<file path="src/rtl/piso_pkg.sv">
// Shared types and helpers for the piso_serial_arbiter slice.
// Holds the channel FSM state enum, a clog2 helper clamped to a minimum of one bit,
// and the even-parity helper used when PISO_ARB_PARITY_EN is defined.
package piso_pkg;

   typedef enum logic [1:0] {
      ST_IDLE  = 2'd0,
      ST_SHIFT = 2'd1,
      ST_GAP   = 2'd2
   } state_e;

   // Widest word the parity helper accepts; narrower words are zero-extended,
   // which leaves the XOR unchanged.
   localparam int PARITY_MAX_W = 256;

   // ceil(log2(n)) with a floor of one bit, so that a counter or an index is never zero-width.
   function automatic int id_width(input int n);
      if (n <= 2) return 1;
      return $clog2(n);
   endfunction

   // Even parity bit: makes the total count of ones (word plus parity) even.
   function automatic logic even_parity(input logic [PARITY_MAX_W-1:0] w);
      return ^w;
   endfunction

endpackage

</file>
<file path="src/rtl/piso_shift.sv">
// Loadable right shifter feeding the serial line, LSB first, zero fill.
// Latency: a loaded word's bit 0 is on bit_out the cycle after load; one bit per shift.
// Backpressure: none, the owner decides when to load and shift.
// Ports: clk, reset (sync, active-high), load/load_data (parallel load, wins over shift),
//        shift (advance one bit), bit_out (current LSB).
module piso_shift
   import piso_pkg::*;
#(
   parameter int WIDTH = 16
) (
   input  logic             clk,
   input  logic             reset,
   input  logic             load,
   input  logic [WIDTH-1:0] load_data,
   input  logic             shift,
   output logic             bit_out
);

   logic [WIDTH-1:0] sr_q;
   logic [WIDTH-1:0] sr_d;

   always_comb begin
      sr_d = sr_q;
      if (load) begin
         sr_d = load_data;
      end else if (shift) begin
         sr_d = {1'b0, sr_q[WIDTH-1:1]};
      end
   end

   always_ff @(posedge clk) begin
      if (reset) begin
         sr_q <= '0;
      end else begin
         sr_q <= sr_d;
      end
   end

   assign bit_out = sr_q[0];

endmodule

</file>
<file path="src/rtl/piso_serial_arbiter.sv">
// Round-robin arbiter sharing one PISO serial channel between NUM_REQ parallel producers.
// Latency: word bit 0 on dout the cycle after the accept edge, one bit per cycle, LSB first.
// Backpressure: req_ready is combinational, one-hot, and only asserted in IDLE; producers hold data.
// Ports: clk, reset (sync, active-high), req_valid/req_data/req_ready (per-requester handshake,
//        requester i at req_data[i*DATA_WIDTH +: DATA_WIDTH]), dout/dout_valid/dout_first/dout_last
//        (serial frame), grant_id (owner of current/last frame), busy (SHIFT or GAP).
// Build option: define PISO_ARB_PARITY_EN to append an even-parity bit to every frame.
module piso_serial_arbiter
   import piso_pkg::*;
#(
   parameter int NUM_REQ    = 4,
   parameter int DATA_WIDTH = 16,
   parameter int GAP_CYCLES = 1
) (
   input  logic                          clk,
   input  logic                          reset,
   input  logic [NUM_REQ-1:0]            req_valid,
   input  logic [NUM_REQ*DATA_WIDTH-1:0] req_data,
   output logic [NUM_REQ-1:0]            req_ready,
   output logic                          dout,
   output logic                          dout_valid,
   output logic                          dout_first,
   output logic                          dout_last,
   output logic [$clog2(NUM_REQ)-1:0]    grant_id,
   output logic                          busy
);

   localparam int ID_W = id_width(NUM_REQ);
   localparam int SW   = ID_W + 1;
`ifdef PISO_ARB_PARITY_EN
   localparam int FRAME_LEN = DATA_WIDTH + 1;
`else
   localparam int FRAME_LEN = DATA_WIDTH;
`endif
   // Clamped so the comparison below stays legal when there is no gap state.
   localparam int GAP_LAST = (GAP_CYCLES > 0) ? GAP_CYCLES - 1 : 0;
   // One counter serves both the bit index in SHIFT and the idle count in GAP.
   localparam int CNT_MAX  = (FRAME_LEN - 1 > GAP_LAST) ? FRAME_LEN - 1 : GAP_LAST;
   localparam int CNT_W    = id_width(CNT_MAX + 1);

   state_e            state_q, state_d;
   logic [CNT_W-1:0]  cnt_q, cnt_d;
   logic [ID_W-1:0]   ptr_q, ptr_d;
   logic [ID_W-1:0]   grant_q, grant_d;

   logic              sel_found;
   logic [ID_W-1:0]   sel_idx;
   logic [SW-1:0]     cand;
   logic [DATA_WIDTH-1:0] sel_word;
   logic              load;
   logic              shift;
   logic              shift_bit;
   logic              data_bit;

   // Search from the pointer upward, wrapping, and take the first valid requester.
   always_comb begin
      sel_found = 1'b0;
      sel_idx   = '0;
      cand      = '0;
      for (int i = 0; i < NUM_REQ; i++) begin
         cand = {1'b0, ptr_q} + SW'(i);
         if (cand >= SW'(NUM_REQ)) begin
            cand = cand - SW'(NUM_REQ);
         end
         if (!sel_found && req_valid[cand[ID_W-1:0]]) begin
            sel_found = 1'b1;
            sel_idx   = cand[ID_W-1:0];
         end
      end
   end

   always_comb begin
      sel_word = '0;
      for (int i = 0; i < NUM_REQ; i++) begin
         if (sel_idx == ID_W'(i)) begin
            sel_word = req_data[i*DATA_WIDTH +: DATA_WIDTH];
         end
      end
   end

   always_comb begin
      req_ready = '0;
      if (state_q == ST_IDLE && !reset && sel_found) begin
         req_ready[sel_idx] = 1'b1;
      end
   end

   always_comb begin
      state_d = state_q;
      cnt_d   = cnt_q;
      ptr_d   = ptr_q;
      grant_d = grant_q;
      load    = 1'b0;
      shift   = 1'b0;
      unique case (state_q)
         ST_IDLE: begin
            // In IDLE a found requester is exactly the one seeing ready, so this is the transfer.
            if (sel_found) begin
               load    = 1'b1;
               grant_d = sel_idx;
               ptr_d   = (sel_idx == ID_W'(NUM_REQ - 1)) ? '0 : sel_idx + 1'b1;
               cnt_d   = '0;
               state_d = ST_SHIFT;
            end
         end
         ST_SHIFT: begin
            shift = 1'b1;
            if (cnt_q == CNT_W'(FRAME_LEN - 1)) begin
               cnt_d   = '0;
               state_d = (GAP_CYCLES > 0) ? ST_GAP : ST_IDLE;
            end else begin
               cnt_d = cnt_q + 1'b1;
            end
         end
         ST_GAP: begin
            if (cnt_q == CNT_W'(GAP_LAST)) begin
               cnt_d   = '0;
               state_d = ST_IDLE;
            end else begin
               cnt_d = cnt_q + 1'b1;
            end
         end
         default: begin
            state_d = ST_IDLE;
            cnt_d   = '0;
         end
      endcase
   end

   always_ff @(posedge clk) begin
      if (reset) begin
         state_q <= ST_IDLE;
         cnt_q   <= '0;
         ptr_q   <= '0;
         grant_q <= '0;
      end else begin
         state_q <= state_d;
         cnt_q   <= cnt_d;
         ptr_q   <= ptr_d;
         grant_q <= grant_d;
      end
   end

   piso_shift #(
      .WIDTH (DATA_WIDTH)
   ) u_shift (
      .clk       (clk),
      .reset     (reset),
      .load      (load),
      .load_data (sel_word),
      .shift     (shift),
      .bit_out   (shift_bit)
   );

`ifdef PISO_ARB_PARITY_EN
   logic par_q;

   // Parity is captured with the word; the shifter is empty by the time it is sent.
   always_ff @(posedge clk) begin
      if (reset) begin
         par_q <= 1'b0;
      end else if (load) begin
         par_q <= even_parity(PARITY_MAX_W'(sel_word));
      end
   end

   assign data_bit = (cnt_q == CNT_W'(DATA_WIDTH)) ? par_q : shift_bit;
`else
   assign data_bit = shift_bit;
`endif

   assign dout_valid = (state_q == ST_SHIFT);
   assign dout       = dout_valid & data_bit;
   assign dout_first = dout_valid && (cnt_q == '0);
   assign dout_last  = dout_valid && (cnt_q == CNT_W'(FRAME_LEN - 1));
   assign grant_id   = grant_q;
   assign busy       = (state_q != ST_IDLE);

endmodule

</file>
<file path="config.mk">
export PLATFORM = sky130hd
export DESIGN_NAME = piso_serial_arbiter
export DESIGN_NICKNAME = d
export VERILOG_FILES = /design/src/rtl/piso_pkg.sv /design/src/rtl/piso_shift.sv /design/src/rtl/piso_serial_arbiter.sv
export SDC_FILE = /design/constraint.sdc
export NUM_CORES = 1
export LEC_CHECK = 0
export CAP_MARGIN = 20
export CORE_MARGIN = 3
export CORE_UTILIZATION = 47
export CTS_CLUSTER_SIZE = 12
export DETAILED_ROUTE_END_ITERATION = 8
export PLACE_DENSITY = 0.86
export SLEW_MARGIN = 20
export SYNTH_ARGS = -nofsm -noshare
export SYNTH_HDL_FRONTEND = slang
export SYNTH_SLANG_ARGS = --single-unit
export TNS_END_PERCENT = 30
</file>
<file path="constraint.sdc">
create_clock -name clk -period 7.9 [get_ports clk]
set_input_delay 0.79 -clock clk [delete_from_list [all_inputs] [get_ports clk]]
set_output_delay 0.79 -clock clk [all_outputs]
set_load 0.01 [all_outputs]
</file>
==> results.md <==
* Status: finished, final reports clean
* Min-Delay Path Class: reg -> reg
* Maximum VDD drop at 0.0848 mV
* Core area at between 4000 and 5000 sq um
* Grt ovf at 0
* Max clock buf depth at 2
* Die Area at between 5000 and 6000 sq um
* Fin crit share at a little over half
* Row cnt at 23
* Multi-input combinational cell area at 1290 sq um
* Post-route ant nets at 0
* Pint at about 0.33 mW
* # hold bufs at CTS at 0
* Psw at around 0.17 mW
* Htree depth at 1
* Grt met2 use at about a third
* #FFs+latches synth at 26
* Power share of the sequential group at about a third
* Final setup viols at 0
* Area contributors post-synth: dfxtp_1 26%, mux2i_1 8.4%, a221oi_2 8.2%
* 1st-iter DRT viols at about 140
* CP Cell Sequence: clkdlybuf4s50_1, mux2i_1, nor2_1, nor3_1, ha_1, and2_1, clkdlybuf4s50_1
* CTS tree: yes
* Die X at 71.5 um
* Setup_tns at 0 ns
* Worst path arrival time at 3.42 ns
* Count leader, synth: a21oi_1
* Synth cell types at 37
* DP Cell Count at 346
* Clock power frac at between 20% and 30%
* Max_cap viols at 0
* Largest net degree at the start of global routing at 35
* Final Hold Vio Count at 0
* First-pass GRT wire length at approximately 8500 um
* # diodes at 0
* Worst slew margin at 29.8%
* Area Overhead vs Synth at 41.7%
* Post-synth ARST share at 0%
* Syn Area/Cell at 8.62 sq um
* Via count of the first global-routing pass at between 1.5k and 2k
* Initial antenna violation count at 0
* Seq/Total Area, Yosys at between 20% and 30%
* Post-route minimum period at around 4.2 ns
* FF/Latch Area at ~520 sq um
* PortBufs at 80
* Post-synthesis cell count at 234
* Slew at the pin closest to its max-slew limit at between 1 and 1.5 ns
* Global-route met3 utilization at between 2 and 3%
* Worst setup SP type: input pin
* Commonest cells in the netlist: 29 x a21oi_1, 26 x dfxtp_1, 25 x inv_1
* P per Cell Area at ~170 nW/um^2
* Fmax at about 240 MHz
* Element type at the critical path end: primary output
* Yosys top cell by area: dfxtp_1
* DRC at 0
* Clk slew on worst S/H paths at approximately 0.090 ns
* Dominant synthesized flop cell: dfxtp_1
* Layout fillers at ~340
* Yosys warns at 0
* Fin Clk Skew at 0.00792 ns
* Crit Path Max Fanout at 21
* CTS buffer count at 3
* GP Congestion at between 0.8 and 0.9
* Clk Latency, worst-skew pair at around 0.27 ns
* Final wirelength at roughly 5100 um
* Wire per inst at about 15 um
* Critical path's most frequent cell: clkdlybuf4s50_1
* Placed cell areas at approximately 2800 sq um
* CP delay by family, top: buffers and inverters
* CTS resizes at 0
* Post-layout net count at about 380
* Power, Total at roughly 0.50 mW
* Design area at ~2900 sq um
* Root buffer cell: clkbuf_8
* Switching Share at 33.3%
* Slowest cell on the critical path: ha_1
* Final slew viol count at 0
* Die Y at roughly 70 um
* Layout cells sized above 1 at 10.7%
* CP Buf/Inv Count at 2
* Via density at 5.65
* Post-CTS Setup Inserts at 0
* Setup CP Type: in -> out
* Dpl hpwl at roughly 4000 um
* Clk sink count at 26
* Comb pwr share at 45.5%
* Synth top area share at approximately a quarter
* Syn Nets at ~310
* Finished Layout Cells at 350
* Gr busiest metal: met2
* DR vias at 1977
* Worst endpoint required time at 7.11 ns
* Crit path largest cell delay at between 0.6 and 0.7 ns
* Unrepaired setup endpoints after global routing: false
* GRT met1 Usage at 28.9%
* P_leak at approximately 1.1 nW
* Detailed Routing Iterations Pass 1 at 4
* # IOs at 81
* Initial Util at approximately half
* Post-synth EDFFs at 0
* Synthesized cell area at ~2000 sq um
* GRT Total Usage at 20.0%
## cells by family after synthesis
group	synth area share [%]
flip-flops	25.8
adder cells (fa/ha/maj)	6.20
AND/OR/NAND/NOR	13.0
buffers and inverters	10.2
AO/OA/AOI/OAI	36.4
multiplexers	8.44
## cell usage in the layout, fill, tap and decap left out, types with 4 or more instances in the layout
| cell type | count |
|---|---|
| a211oi_1 | 4 |
| nor2_1 | 13 |
| a21oi_1 | 29 |
| dfxtp_1 | 26 |
| nand2_1 | 12 |
| inv_1 | 25 |
| a211oi_2 | 12 |
| ha_1 | 9 |
| a221oi_2 | 11 |
| clkdlybuf4s50_1 | 80 |
| and2_1 | 5 |
| a221o_1 | 13 |
| nor3_1 | 6 |
| nand3_1 | 6 |
| mux2i_1 | 17 |
| a221oi_1 | 5 |
| o21ai_0 | 4 |
## routing by layer
metal,routed length [um],vias up
met4,47,0
li1,-,1002
met1,2380,912
met5,0,-
met3,233,4
met2,2480,59
## path summary, 6_finish.rpt
kind	from	endpoint	slack [ns]	cells past startpoint
hold / removal	grant_id[1]	grant_id[1]	0.47	2
setup reg to reg	ptr_q[1]	u_shift.sr_q[15]	4.73	8
setup / recovery	req_valid[0]	req_ready[1]	3.69	7
hold reg to reg	grant_id[1]	grant_id[1]	0.47	2
## tightest hold or removal path, cell delays in order (launching register included)
cell,delay (ns)
dfxtp_1,0.33
nand2_1,0.05
a21oi_1,0.05
## registers in the layout, indices dropped and copies added, names as in the netlist
signal and count:
ptr_q 2, cnt_q 4, u_shift.sr_q 16, state_q 2
grant_id 2
## final cells by class
class	count	share of cell area [%]
clock inverter	1	1.05
clock buffer	3	1.44
multi-input combinational	163	45.3
tap	50	2.19
timing repair buffer	82	28.5
inverter	25	3.28
sequential	26	18.2
## through the flow
| stage | setup slack (ns) | util (%) | hold WS (ns) |
|---|---|---|---|
| after detailed placement | 3.62 | 68.6 | 0.460 |
| after global placement | 3.70 | 68.6 | 0.455 |
| after CTS | 3.62 | 70.4 | 0.471 |
| final | 3.69 | 70.4 | 0.473 |
| after global routing | 3.43 | 70.4 | 0.517 |
| after floorplan | 4.96 | - | 0.462 |
## power groups by stage
stage / combinational, mW / clock [mW] / sequential (mW)
2_1_floorplan: 0.159 / 0 / 0.160
3_3_place_gp: 0.221 / 0 / 0.163
3_5_place_dp: 0.224 / 0 / 0.164
4_1_cts: 0.226 / 0.111 / 0.161
5_1_grt: 0.249 / 0.117 / 0.163
6_report: 0.226 / 0.109 / 0.161
Note: power is estimated with default switching activity, not from simulation.
